===== config.mk =====
export PLATFORM = sky130hd
export DESIGN_NAME = uart_multi
export DESIGN_NICKNAME = d
export VERILOG_FILES = /design/src/rtl/uart_pkg.sv /design/src/rtl/uart_sync_fifo.sv /design/src/rtl/uart_multi.sv
export SDC_FILE = /design/constraint.sdc
export NUM_CORES = 1
export LEC_CHECK = 0
export CORE_MARGIN = 2
export CORE_UTILIZATION = 67
export CTS_BUF_LIST = sky130_fd_sc_hd__clkbuf_16
export DETAILED_ROUTE_END_ITERATION = 6
export GPL_TIMING_DRIVEN = 0
export PLACE_DENSITY_LB_ADDON = 0.12
export SETUP_SLACK_MARGIN = 0.02
export SLEW_MARGIN = 30
export SYNTH_ARGS = -nofsm -noshare
export SYNTH_HDL_FRONTEND = slang
export SYNTH_SLANG_ARGS = --single-unit

===== constraint.sdc =====
create_clock -name clk -period 4.5 [get_ports clk]
set_input_delay 0.9 -clock clk [delete_from_list [all_inputs] [get_ports clk]]
set_output_delay 0.9 -clock clk [all_outputs]
set_load 0.01 [all_outputs]

===== src/rtl/uart_pkg.sv =====
// uart_pkg: register map, STATUS/CTRL bit indices and TX/RX state encodings for uart_multi.
package uart_pkg;
  localparam logic [2:0] ADDR_TXDATA = 3'd0;
  localparam logic [2:0] ADDR_RXDATA = 3'd1;
  localparam logic [2:0] ADDR_DIV_LO = 3'd2;
  localparam logic [2:0] ADDR_DIV_HI = 3'd3;
  localparam logic [2:0] ADDR_STATUS = 3'd4;
  localparam logic [2:0] ADDR_CTRL   = 3'd5;
  localparam int ST_TX_EMPTY   = 0;
  localparam int ST_TX_FULL    = 1;
  localparam int ST_RX_EMPTY   = 2;
  localparam int ST_RX_FULL    = 3;
  localparam int ST_OVERRUN    = 4;
  localparam int ST_FRAME_ERR  = 5;
  localparam int ST_PARITY_ERR = 6;
  localparam int CT_PAR_EN   = 0;
  localparam int CT_PAR_ODD  = 1;
  localparam int CT_TWO_STOP = 2;
  localparam int CT_IE_RX    = 3;
  localparam int CT_IE_TX    = 4;
  localparam logic [2:0] TX_IDLE   = 3'd0;
  localparam logic [2:0] TX_START  = 3'd1;
  localparam logic [2:0] TX_DATA   = 3'd2;
  localparam logic [2:0] TX_PARITY = 3'd3;
  localparam logic [2:0] TX_STOP   = 3'd4;
  localparam logic [2:0] RX_IDLE   = 3'd0;
  localparam logic [2:0] RX_START  = 3'd1;
  localparam logic [2:0] RX_DATA   = 3'd2;
  localparam logic [2:0] RX_PARITY = 3'd3;
  localparam logic [2:0] RX_STOP   = 3'd4;
endpackage


===== src/rtl/uart_sync_fifo.sv =====
// uart_sync_fifo: first-word-fall-through synchronous FIFO; full/empty from an extra pointer bit.
module uart_sync_fifo #(
  parameter int WIDTH = 8,
  parameter int DEPTH = 16
) (
  input  logic             clk,
  input  logic             reset,
  input  logic             push,
  input  logic [WIDTH-1:0] din,
  input  logic             pop,
  output logic [WIDTH-1:0] dout,
  output logic             full,
  output logic             empty
);
  localparam int AW = $clog2(DEPTH);
  logic [WIDTH-1:0] r_mem [DEPTH];
  logic [AW:0] r_wr, r_rd;
  logic w_push, w_pop;
  assign empty = r_wr == r_rd;
  assign full = (r_wr[AW-1:0] == r_rd[AW-1:0]) && (r_wr[AW] != r_rd[AW]);
  assign w_pop = pop && !empty;
  // a pop in the same cycle frees the slot, so a full FIFO still accepts the push
  assign w_push = push && (!full || w_pop);
  assign dout = r_mem[r_rd[AW-1:0]];
  always_ff @(posedge clk) begin
    if (reset) begin
      r_wr <= '0;
      r_rd <= '0;
    end else begin
      if (w_push) r_wr <= r_wr + 1'b1;
      if (w_pop) r_rd <= r_rd + 1'b1;
    end
  end
  always_ff @(posedge clk)
    if (w_push) r_mem[r_wr[AW-1:0]] <= din;
endmodule


===== src/rtl/uart_multi.sv =====
// uart_multi: bus-mapped UART with TX/RX FIFOs, 16x oversampling baud divider and IRQ.
// Parity generation/checking is built only when UART_PARITY_EN is defined.
module uart_multi #(
  parameter int          DATA_BITS  = 8,
  parameter int          FIFO_DEPTH = 16,
  parameter logic [15:0] DIV_RESET  = 16'd78
) (
  input  logic       clk,
  input  logic       reset,
  input  logic       rx_bit,
  output logic       tx_bit,
  input  logic [2:0] wb_addr,
  input  logic [7:0] wb_data_in,
  output logic [7:0] wb_data_out,
  input  logic       wb_we,
  input  logic       wb_stb,
  output logic       wb_ack,
  output logic       irq
);
  import uart_pkg::*;
`ifdef UART_PARITY_EN
  localparam logic PAR = 1'b1;
`else
  localparam logic PAR = 1'b0;
`endif
  localparam logic [2:0] LAST = 3'(DATA_BITS - 1);
  logic r_ack;
  logic [7:0] r_dout, w_rdata, w_status;
  logic [15:0] r_div, r_cnt;
  logic [4:0] r_ctrl;
  logic r_perr, r_ferr, r_ovr;
  logic w_acc, w_wr, w_rd, w_tick, w_div_wr, w_st_rd;
  logic w_tx_push, w_tx_pop, w_tx_full, w_tx_empty;
  logic w_rx_push, w_rx_pop, w_rx_full, w_rx_empty;
  logic [DATA_BITS-1:0] w_tx_dout, w_rx_dout;
  logic [2:0] r_tx_st, r_tx_bi, r_rx_st, r_rx_bi;
  logic [3:0] r_tx_tk, r_rx_tk;
  logic [DATA_BITS-1:0] r_tx_sh, r_rx_sh;
  logic r_tx_par, r_tx_pen, r_tx_two, r_tx_stop2;
  logic r_s1, r_s2, r_s3, r_rx_pen, r_rx_odd, r_rx_pbad;
  assign w_acc = wb_stb && !r_ack;
  assign w_wr = w_acc && wb_we;
  assign w_rd = w_acc && !wb_we;
  assign w_tx_push = w_wr && wb_addr == ADDR_TXDATA;
  assign w_div_wr = w_wr && (wb_addr == ADDR_DIV_LO || wb_addr == ADDR_DIV_HI);
  assign w_rx_pop = w_rd && wb_addr == ADDR_RXDATA;
  assign w_st_rd = w_rd && wb_addr == ADDR_STATUS;
  assign w_tick = r_cnt == r_div;
  assign w_tx_pop = w_tick && !w_tx_empty && (r_tx_st == TX_IDLE ||
                    (r_tx_st == TX_STOP && r_tx_tk == 4'd15 && (!r_tx_two || r_tx_stop2)));
  assign w_rx_push = w_tick && r_rx_st == RX_STOP && r_rx_tk == 4'd15;
  assign w_status = {1'b0, r_perr, r_ferr, r_ovr, w_rx_full, w_rx_empty, w_tx_full, w_tx_empty};
  assign wb_ack = r_ack;
  assign wb_data_out = r_dout;
  assign irq = (!w_rx_empty && r_ctrl[CT_IE_RX]) || (w_tx_empty && r_ctrl[CT_IE_TX]);
  assign tx_bit = r_tx_st == TX_START ? 1'b0 :
                  r_tx_st == TX_DATA ? r_tx_sh[0] :
                  r_tx_st == TX_PARITY ? r_tx_par : 1'b1;
  always_comb
    w_rdata = wb_addr == ADDR_RXDATA ? (w_rx_empty ? 8'h00 : 8'(w_rx_dout)) :
              wb_addr == ADDR_DIV_LO ? r_div[7:0] :
              wb_addr == ADDR_DIV_HI ? r_div[15:8] :
              wb_addr == ADDR_STATUS ? w_status :
              wb_addr == ADDR_CTRL ? {3'b000, r_ctrl} : 8'h00;
  uart_sync_fifo #(.WIDTH(DATA_BITS), .DEPTH(FIFO_DEPTH)) u_tx_fifo (
    .clk(clk), .reset(reset), .push(w_tx_push), .din(wb_data_in[DATA_BITS-1:0]),
    .pop(w_tx_pop), .dout(w_tx_dout), .full(w_tx_full), .empty(w_tx_empty)
  );
  uart_sync_fifo #(.WIDTH(DATA_BITS), .DEPTH(FIFO_DEPTH)) u_rx_fifo (
    .clk(clk), .reset(reset), .push(w_rx_push), .din(r_rx_sh),
    .pop(w_rx_pop), .dout(w_rx_dout), .full(w_rx_full), .empty(w_rx_empty)
  );
  always_ff @(posedge clk) begin
    if (reset) begin
      r_ack <= 1'b0;
      r_dout <= 8'h00;
      r_div <= DIV_RESET;
      r_ctrl <= '0;
      r_perr <= 1'b0;
      r_ferr <= 1'b0;
      r_ovr <= 1'b0;
    end else begin
      r_ack <= w_acc;
      r_dout <= w_rd ? w_rdata : 8'h00;
      if (w_wr && wb_addr == ADDR_DIV_LO) r_div[7:0] <= wb_data_in;
      if (w_wr && wb_addr == ADDR_DIV_HI) r_div[15:8] <= wb_data_in;
      if (w_wr && wb_addr == ADDR_CTRL) r_ctrl <= {wb_data_in[4:2], wb_data_in[1:0] & {2{PAR}}};
      // sticky errors clear only when the STATUS read returns them; a new error in that cycle survives
      r_ovr <= (r_ovr && !w_st_rd) || (w_rx_push && w_rx_full && !w_rx_pop);
      r_ferr <= (r_ferr && !w_st_rd) || (w_rx_push && !r_s2);
      r_perr <= (r_perr && !w_st_rd) || (w_rx_push && r_rx_pbad);
    end
  end
  always_ff @(posedge clk) begin
    if (reset || w_div_wr) r_cnt <= '0;
    else r_cnt <= w_tick ? '0 : r_cnt + 1'b1;
  end
  always_ff @(posedge clk) begin
    if (reset) begin
      r_tx_st <= TX_IDLE;
      r_tx_tk <= '0;
      r_tx_bi <= '0;
      r_tx_sh <= '0;
      r_tx_par <= 1'b0;
      r_tx_pen <= 1'b0;
      r_tx_two <= 1'b0;
      r_tx_stop2 <= 1'b0;
    end else if (w_tx_pop) begin
      r_tx_st <= TX_START;
      r_tx_tk <= '0;
      r_tx_sh <= w_tx_dout;
      r_tx_par <= ^w_tx_dout ^ r_ctrl[CT_PAR_ODD];
      r_tx_pen <= r_ctrl[CT_PAR_EN];
      r_tx_two <= r_ctrl[CT_TWO_STOP];
      r_tx_stop2 <= 1'b0;
    end else if (w_tick && r_tx_st != TX_IDLE) begin
      r_tx_tk <= r_tx_tk + 1'b1;
      if (r_tx_tk == 4'd15)
        case (r_tx_st)
          TX_START: begin
            r_tx_st <= TX_DATA;
            r_tx_bi <= '0;
          end
          TX_DATA: begin
            r_tx_sh <= r_tx_sh >> 1;
            r_tx_bi <= r_tx_bi + 1'b1;
            if (r_tx_bi == LAST) r_tx_st <= r_tx_pen ? TX_PARITY : TX_STOP;
          end
          TX_PARITY: r_tx_st <= TX_STOP;
          default: begin
            r_tx_stop2 <= 1'b1;
            if (!r_tx_two || r_tx_stop2) r_tx_st <= TX_IDLE;
          end
        endcase
    end
  end
  always_ff @(posedge clk) begin
    if (reset) begin
      {r_s1, r_s2, r_s3} <= 3'b111;
      r_rx_st <= RX_IDLE;
      r_rx_tk <= '0;
      r_rx_bi <= '0;
      r_rx_sh <= '0;
      r_rx_pen <= 1'b0;
      r_rx_odd <= 1'b0;
      r_rx_pbad <= 1'b0;
    end else begin
      {r_s3, r_s2, r_s1} <= {r_s2, r_s1, rx_bit};
      if (r_rx_st == RX_IDLE) begin
        if (r_s3 && !r_s2) begin
          r_rx_st <= RX_START;
          r_rx_tk <= '0;
          r_rx_pen <= r_ctrl[CT_PAR_EN];
          r_rx_odd <= r_ctrl[CT_PAR_ODD];
          r_rx_pbad <= 1'b0;
        end
      end else if (w_tick) begin
        r_rx_tk <= r_rx_tk + 1'b1;
        // re-align the tick count at the start midpoint so later bits sample mid-cell
        if (r_rx_st == RX_START && r_rx_tk == 4'd7) begin
          r_rx_st <= r_s2 ? RX_IDLE : RX_DATA;
          r_rx_tk <= '0;
          r_rx_bi <= '0;
        end else if (r_rx_st != RX_START && r_rx_tk == 4'd15)
          case (r_rx_st)
            RX_DATA: begin
              r_rx_sh <= {r_s2, r_rx_sh[DATA_BITS-1:1]};
              r_rx_bi <= r_rx_bi + 1'b1;
              if (r_rx_bi == LAST) r_rx_st <= r_rx_pen ? RX_PARITY : RX_STOP;
            end
            RX_PARITY: begin
              r_rx_pbad <= r_s2 ^ (^r_rx_sh) ^ r_rx_odd;
              r_rx_st <= RX_STOP;
            end
            default: r_rx_st <= RX_IDLE;
          endcase
      end
    end
  end
endmodule


---- After elaboration in Yosys (flattened, before gate mapping) ----
Memories as Yosys holds them, arrays and structs flattened. A register that Yosys moved wholly into a read port is not among the register bits.
Cells that the tools add are included.
Widths: inputs -> output; s select.
word-level totals
  register bits ........................... 110
  RAM bits ................................ 256
  output and inout port bits .............. 11
  word-level logic and storage cells ...... 213
  memories ................................ 2
cells by class
  add/sub/neg operators ................... 9
  equal/unequal tests ..................... 31
  multiplexer cells ....................... 49
  bitwise operators ....................... 6
  reduce and logical (&&, ||, !) cells .... 87
memory list
  memory           depth  bits a word  read ports  clocked after memory_dff  write ports  RTL line              RTL
  u_rx_fifo.r_mem  16     8            1           1                         1            uart_sync_fifo.sv:16  logic [WIDTH-1:0] r_mem [DEPTH];
  u_tx_fifo.r_mem  16     8            1           1                         1            uart_sync_fifo.sv:16
operator list
  operator               number
  $mux 8                 8
  $logic_and 1x1->1      35
  $mux 3                 11
  $mux 4                 8
  $add 5x1->5 const B    4
  $reduce_and 4->1       5
  $eq 3x2->1 const B     6
  $eq 3x3->1 const B     6
  $reduce_bool 2->1      9
  $add 16x1->16 const B  1
  $eq 16x16->1           1
  $mux 1                 16
  $reduce_xor 8->1       2
  $pmux 3 s2             2
  $eq 5x5->1             2
  $logic_not 1->1        10
  $logic_or 1x1->1       10
  $reduce_and 5->1       2
  $eq 3x1->1 const B     3
  $logic_not 3->1        3
  $pmux 3 s3             1
  $add 4x1->4 const B    2
  $eq 4x4->1             2
  $eq 4x4->1 const B     2
  other kinds (19)       31

---- Longest topological paths before layout ----
Gate-level depths: netlist of run 1.
  depth in word-level cells ............... 10
  mapped depth ............................ 9
  depth with buffers taken out ............ 8

---- By module ----
From an unflattened synthesis of run 1, not the netlist that was laid out.
unflattened totals
  cells, all modules ...................... 1,061
  area total of the unflattened synthesis .. 16,031.6 µm²
by module, submodules not included
  module          instances  cells each  area an instance (µm²)  sequential area each (µm²)
  uart_sync_fifo  2          265         5,736.8                 4,124.0
  uart_multi      1          531         4,558.1                 1,801.7

---- Worst setup path before layout of run 1 ----
No wires, ideal clock.
  path kind ............................... input-to-reg
  from .................................... input wb_we
  to ...................................... memory u_rx_fifo.r_mem[3][0], enable pin
  library setup time ...................... 383 ps
  arrival time ............................ 2,643 ps
  required time ........................... 4,117 ps
  slack ................................... 1,474 ps
  cell stages on the path ................. 6
  path buffers ............................ 0
  cell sequence ........................... nor3b_1 > nand3_1 > and3b_1 > nor3b_4 > nand2_1 > nor3_1
between the ends
  longest elaborated chain between the ends .. 8
RTL lines
  item                          RTL line              RTL
  start: declaration            uart_multi.sv:15      input logic wb_we,
  $logic_not 1->1               uart_multi.sv:43      assign w_rd = w_acc && !wb_we;
  $logic_and 1x1->1             uart_multi.sv:43
  $logic_and 1x1->1             uart_multi.sv:46      assign w_rx_pop = w_rd && wb_addr == ADDR_RXDATA;
  $logic_and 1x1->1             uart_sync_fifo.sv:21  assign w_pop = pop && !empty;
  $logic_or 1x1->1              uart_sync_fifo.sv:23  assign w_push = push && (!full || w_pop);
  $logic_and 1x1->1             uart_sync_fifo.sv:23
  $mux 1                        uart_sync_fifo.sv:35  if (w_push) r_mem[r_wr[AW-1:0]] <= din;
  $mux 1 (not written as such)  uart_sync_fifo.sv:35
  end: declaration              uart_sync_fifo.sv:16
Every way passes these cells.

---- Worst setup path after layout of run 1 ----
  from .................................... input wb_stb
  to ...................................... memory u_rx_fifo.r_mem[8][6], enable pin
between the ends
  longest elaborated chain between the ends .. 8
RTL lines
  item                          RTL line              RTL
  start: declaration            uart_multi.sv:16      input logic wb_stb,
  $logic_and 1x1->1             uart_multi.sv:41      assign w_acc = wb_stb && !r_ack;
  $logic_and 1x1->1             uart_multi.sv:43
  $logic_and 1x1->1             uart_multi.sv:46
  $logic_and 1x1->1             uart_sync_fifo.sv:21
  $logic_or 1x1->1              uart_sync_fifo.sv:23
  $logic_and 1x1->1             uart_sync_fifo.sv:23
  $mux 1                        uart_sync_fifo.sv:35
  $mux 1 (not written as such)  uart_sync_fifo.sv:35
Every way passes these cells.

==> out/results.tsv, run 1 <==
metric	value	unit
status	finished, final reports clean	
Clock Sinks	374	
# rows	55	
Crit path max-delay family	simple AND/OR/NAND/NOR gates	
YS warnings	0	
HPWL after DPL	21.13	mm
worst reg2reg setup slack	1110	ps
Final Hold Viols	0	
io pins	27	
CP startpoint kind	input pin	
setup_tns	0	ps
Worst Path Required	4640	ps
fin crit share	80.47	%
reg2reg path depth	7	
CP peak stage delay	760	ps
Final Max Slew Viols	0	
worst-margin pin slew	925.7	ps
clock root buffer	clkbuf_16	
Mapped Cells	1021	
Max Buffers Root-to-Sink	3	
Final Skew	18.45	ps
area occupied by multi-input gates	4930	um^2
total routed wirelength	32.11	mm
H-tree levels	2	
total die area	23960	um^2
Post-synth EDFFs	256	
DRC	0	
Clk Latency, worst-skew pair	520	ps
clock-pin slew on the worst setup and hold paths	60	ps
initial antenna violation count	0	
synth top area cells	edfxtp_1, dfxtp_1, mux4_2	
post-cts sizing count	0	
largest net degree at the start of global routing	20	
most instantiated cells after synthesis	edfxtp_1, nor2_1, dfxtp_1	
hold buffers post-CTS	0	
TritonRoute pass-1 iters	5	
Primary FF master, synth	edfxtp_1	
hold depth	1	
Critical Path AT	3760	ps
synthesized area per cell	14.92	um^2
Critical path buffers and inverters	1	
register area	10050	um^2
fin worst setup slack	879.0	ps
fin nets	1120	
via count	8665	
critical path's slowest cell	nor2_1	
share of layout cells above drive strength 1	14.63	%
Die W	154.8	um
Leakage Power	5.596	nW
first-pass GRT wire length	49.90	mm
Die Y	154.8	um
critical path type	in2reg	
CTS Buf Count	37	
diodes inserted	0	
CP endpoint kind	flip-flop	
critical-path cell list	clkdlybuf4s50_1 -> nor3b_1 -> nand3_1 -> and3b_1 -> nor3b_4 -> nand2_1 -> nor2_1	
CP Depth	7	
Peak Freq	0.2762	GHz
RSZ-0062 raised after global routing	false	
hold crit path type	reg2reg	
Detail Route Antenna Nets	0	
port bufs	26	
DR iter-0 viols	884	
routed len/inst	22.95	um
vias in the first global route	8545	
fillcell total	1364	
post-CTS setup buffers	0	
Remaining Overflow, GRT	0	
Final Critical Period	3621	ps
sequential element share of the synthesized area	65.98	%
worst ir drop on vdd	0.0003206	V
synthesized area	15230	um^2
GRT Util Overall	27.77	%
Yosys top cell area share	50.47	%
Post-Syn Nets	1054	
core box area	22500	um^2
Post-synth ARST share	0	%
endpoints failing setup	0	
vias per std cell	6.194	
GPL Wtd Cong	0.8549	
Starting Density	67.69	%
Unique masters post-synth	54	
relative slew slack	38.09	%
Setup WS pre-CTS	401.1	ps
PwrDens	389.4	nW/um^2
Yosys top cell by area	edfxtp_1	
Area growth, synth to finish	11.68	%
Yosys reg bits	374	
most frequent cell after synthesis	edfxtp_1	
max_cap viols	0	
Worst Path Max Fanout	9	
CTS tree	yes	
## power breakdown
part | switching [W] | internal (W)
Sequential | 0.00000904 | 0.00366
Combinational | 0.0000766 | 0.0000396
Clock | 0.00123 | 0.00162
## flip-flops by register name, summed over array words and instances, names as in the netlist, 8 cells and up, named ones only
name / cells
u_tx_fifo.r_mem: 128
r_div: 16
r_rx_sh: 8
wb_data_out: 8
r_tx_sh: 8
u_rx_fifo.r_mem: 128
r_cnt: 16
## metal layers
layer / global-route usage [%] / up-vias / routed length, um
li1: - / 3965 / -
met1: 38.52 / 4283 / 13080
met2: 45.85 / 351 / 15960
met3: 5.212 / 66 / 2213
met4: 7.981 / 0 / 860
met5: 0 / - / 0
## stage by stage
step / utilization, % / instances / power (W) / hold WS (ps) / cell area, um^2
2_1_floorplan: - / 1021 / 0.003791 / 389.5 / 15230
3_3_place_gp: 70.43 / 1332 / 0.003851 / 392.0 / 15850
3_5_place_dp: 70.64 / 1333 / 0.003853 / 409.7 / 15900
4_1_cts: 75.60 / 1399 / 0.006650 / 426.2 / 17010
5_1_grt: 75.60 / 1399 / 0.006793 / 445.9 / 17010
6_report: 75.60 / 1399 / 0.006624 / 426.5 / 17010
## cell usage in the layout (no fill, tap or decap), types with 3 or more instances in the layout
master	n
a222oi_1	4
mux2i_1	39
a211o_1	4
nand3_1	13
nor3_2	8
nand3b_1	4
clkinv_2	5
or3_1	5
nand2b_1	8
nor3_1	5
xor2_1	24
o21ai_0	7
dfxtp_1	118
a22oi_1	22
inv_1	23
xnor2_1	50
a21oi_1	25
and3_1	3
edfxtp_1	256
ha_1	17
nor2_1	138
and2_1	6
buf_4	6
mux2_2	4
buf_2	14
nand2_1	54
nor2b_1	13
clkinv_1	12
mux4_2	72
and4_1	4
clkbuf_1	22
buf_1	7
clkdlybuf4s50_1	26
clkbuf_16	39
a211oi_1	10
nand4_1	14
or2_2	4
## cell type report
type                            count  area share [%]
Buffer                             49           1.390
Clock buffer                       39           5.737
Clock inverter                     27          0.8164
Inverter                           15          0.3310
Multi-Input combinational cell    583           28.98
Sequential cell                   374           59.08
Tap cell                          285           2.096
Timing Repair Buffer               27           1.574
## worst paths after layout
| path | to | startpoint |
|---|---|---|
| min | r_s2 | r_s1 |
| max | u_rx_fifo.r_mem[8][6] | wb_stb |
| min reg2reg | r_s2 | r_s1 |
| max reg2reg | u_rx_fifo.r_mem[8][6] | r_cnt[2] |
## kinds of logic after synthesis
kind of cell             count (synthesis)  synth area share, %
AND/OR/NAND/NOR                        294                9.085
flip-flops                             374                65.98
adder cells (fa/ha/maj)                 17                1.396
AO/OA/AOI/OAI                           83                3.861
XOR/XNOR                                74                4.255
buffers and inverters                   64                1.922
multiplexers                           115                13.50
(Power assumes the default switching activity.)
==> run 2: changes to the inputs <==
--- a/config.mk
+++ b/config.mk
@@ -6,7 +6,7 @@
 export NUM_CORES = 1
 export LEC_CHECK = 0
 export CORE_MARGIN = 2
-export CORE_UTILIZATION = 67
+export CORE_UTILIZATION = 56
 export CTS_BUF_LIST = sky130_fd_sc_hd__clkbuf_16
 export DETAILED_ROUTE_END_ITERATION = 6
 export GPL_TIMING_DRIVEN = 0
==> constraint.sdc (replaced) <==
create_clock -name clk -period 2.9 [get_ports clk]
set_input_delay 0.58 -clock clk [delete_from_list [all_inputs] [get_ports clk]]
set_output_delay 0.58 -clock clk [all_outputs]
set_load 0.01 [all_outputs]
==> out/results.tsv, run 2 (synthesis gave the netlist of run 1 again) <==
metric	value	unit
HPWL after DPL	21.10	mm
via count	8607	
DR iter-0 viols	655	
endpoints failing setup	0	
share of layout cells above drive strength 1	19.53	%
vias per std cell	5.823	
clock root buffer	clkbuf_16	
most frequent cells in the layout	edfxtp_1, dfxtp_1, nor2_1	
Max Buffers Root-to-Sink	3	
worst r2r src	r_cnt[11]	
Final Critical Period	2738	ps
Worst Min Path Start	r_s1	
CP endpoint kind	flip-flop	
CP startpoint kind	input pin	
Worst Path Max Fanout	6	
core box area	26800	um^2
Worst Path Required	3130	ps
Detail Route Antenna Nets	0	
Leakage Power	5.772	nW
Peak Freq	0.3652	GHz
first-pass GRT wire length	48.67	mm
critical-path cell list	clkdlybuf4s50_1 -> nor3b_1 -> nand3_1 -> and3b_1 -> nor3b_4 -> buf_4 -> nand2_1 -> nor3_4 -> buf_4	
vias in the first global route	8400	
Clock Sinks	374	
final std cells w/o fill	1478	
Critical Path AT	2970	ps
critical path's slowest cell	clkdlybuf4s50_1	
PwrDens	603.2	nW/um^2
io pins	27	
CTS tree	yes	
status	finished, final reports clean	
Post-Layout Inst Area	17700	um^2
GRT Util Overall	22.81	%
Starting Density	56.83	%
largest net degree at the start of global routing	20	
TritonRoute pass-1 iters	5	
RSZ-0062 raised after global routing	false	
GPL Wtd Cong	0.8313	
critical path type	in2reg	
Final Skew	17.46	ps
max_cap viols	0	
clock-pin slew on the worst setup and hold paths	60	ps
# placed instances	1390	
worst-margin pin slew	906.4	ps
H-tree levels	2	
DRC	0	
CTS Buf Count	39	
total die area	28540	um^2
Final Hold Viols	0	
relative slew slack	39.38	%
port bufs	26	
Die W	168.9	um
routed len/inst	21.51	um
Crit path top cell by count	buf_4	
Remaining Overflow, GRT	0	
Final Max Slew Viols	0	
placed inst area	15970	um^2
worst ir drop on vdd	0.0005589	V
Clk Latency, worst-skew pair	530	ps
hold crit path type	reg2reg	
initial antenna violation count	0	
Power, Total	0.01068	W
fin crit share	94.42	%
worst setup path start	wb_stb	
commonest non-fill, non-tap cell in the layout	edfxtp_1	
CP peak stage delay	480	ps
fin nets	1141	
setup_tns	0	ps
# rows	60	
Die Y	168.9	um
Area growth, synth to finish	16.23	%
diodes inserted	0	
total routed wirelength	31.80	mm
## run 2: path summary, 6_finish.rpt
| kind | cells after the start | end | slack (ps) |
|---|---|---|---|
| max | 9 | u_rx_fifo.r_mem[3][2] | 160 |
| min | 1 | r_s2 | 400 |
| max reg2reg | 9 | u_rx_fifo.r_mem[3][2] | 160 |
| min reg2reg | 1 | r_s2 | 400 |
## run 2: final cells by class
| cell class | instances | area [um^2] |
|---|---|---|
| Inverter | 15 | 56.30 |
| Multi-Input combinational cell | 583 | 5194 |
| Fill cell | 1878 | 9096 |
| Tap cell | 341 | 426.7 |
| Timing Repair Buffer | 46 | 488.0 |
| Clock inverter | 29 | 210.2 |
| Buffer | 49 | 251.5 |
| Clock buffer | 41 | 1026 |
| Sequential cell | 374 | 10050 |
## run 2: metal layers
layer | global-route usage (%) | part of all wire [%] | up-vias
li1 | - | - | 4008
met1 | 31.34 | 43 | 4311
met2 | 37.87 | 49 | 229
met3 | 3.834 | 5.4 | 59
met4 | 6.859 | 2.4 | 0
met5 | 0 | 0 | -
## run 2: critical path: cells and delay by family
family	cells	cell delay [ps]
buffers and inverters	3	860
and+or+nand+nor	6	1520
## run 2: where the power goes
group / internal, W / switching (W)
Combinational: 0.0000633 / 0.000122
Clock: 0.00282 / 0.00199
Sequential: 0.00567 / 0.0000144
Total: 0.00856 / 0.00212
## run 2: per-stage QoR
stage                     hold slack [ps]  util (%)  setup slack [ps]
after floorplan                     389.5         -             194.1
after global placement              393.7     59.40             -1301
after detailed placement            392.9     59.60            -899.7
after CTS                           406.5     65.80            -17.02
after global routing                419.0     66.06             24.07
final                               403.7     66.06             161.7
## run 2: timing repair
item,4_1_cts,5_1_grt
hold buffers,0,0
setup endpoints to repair,241,222
cloned,0,0
resized for setup,62,9
buffers inserted,14,4
pin swaps,10,4
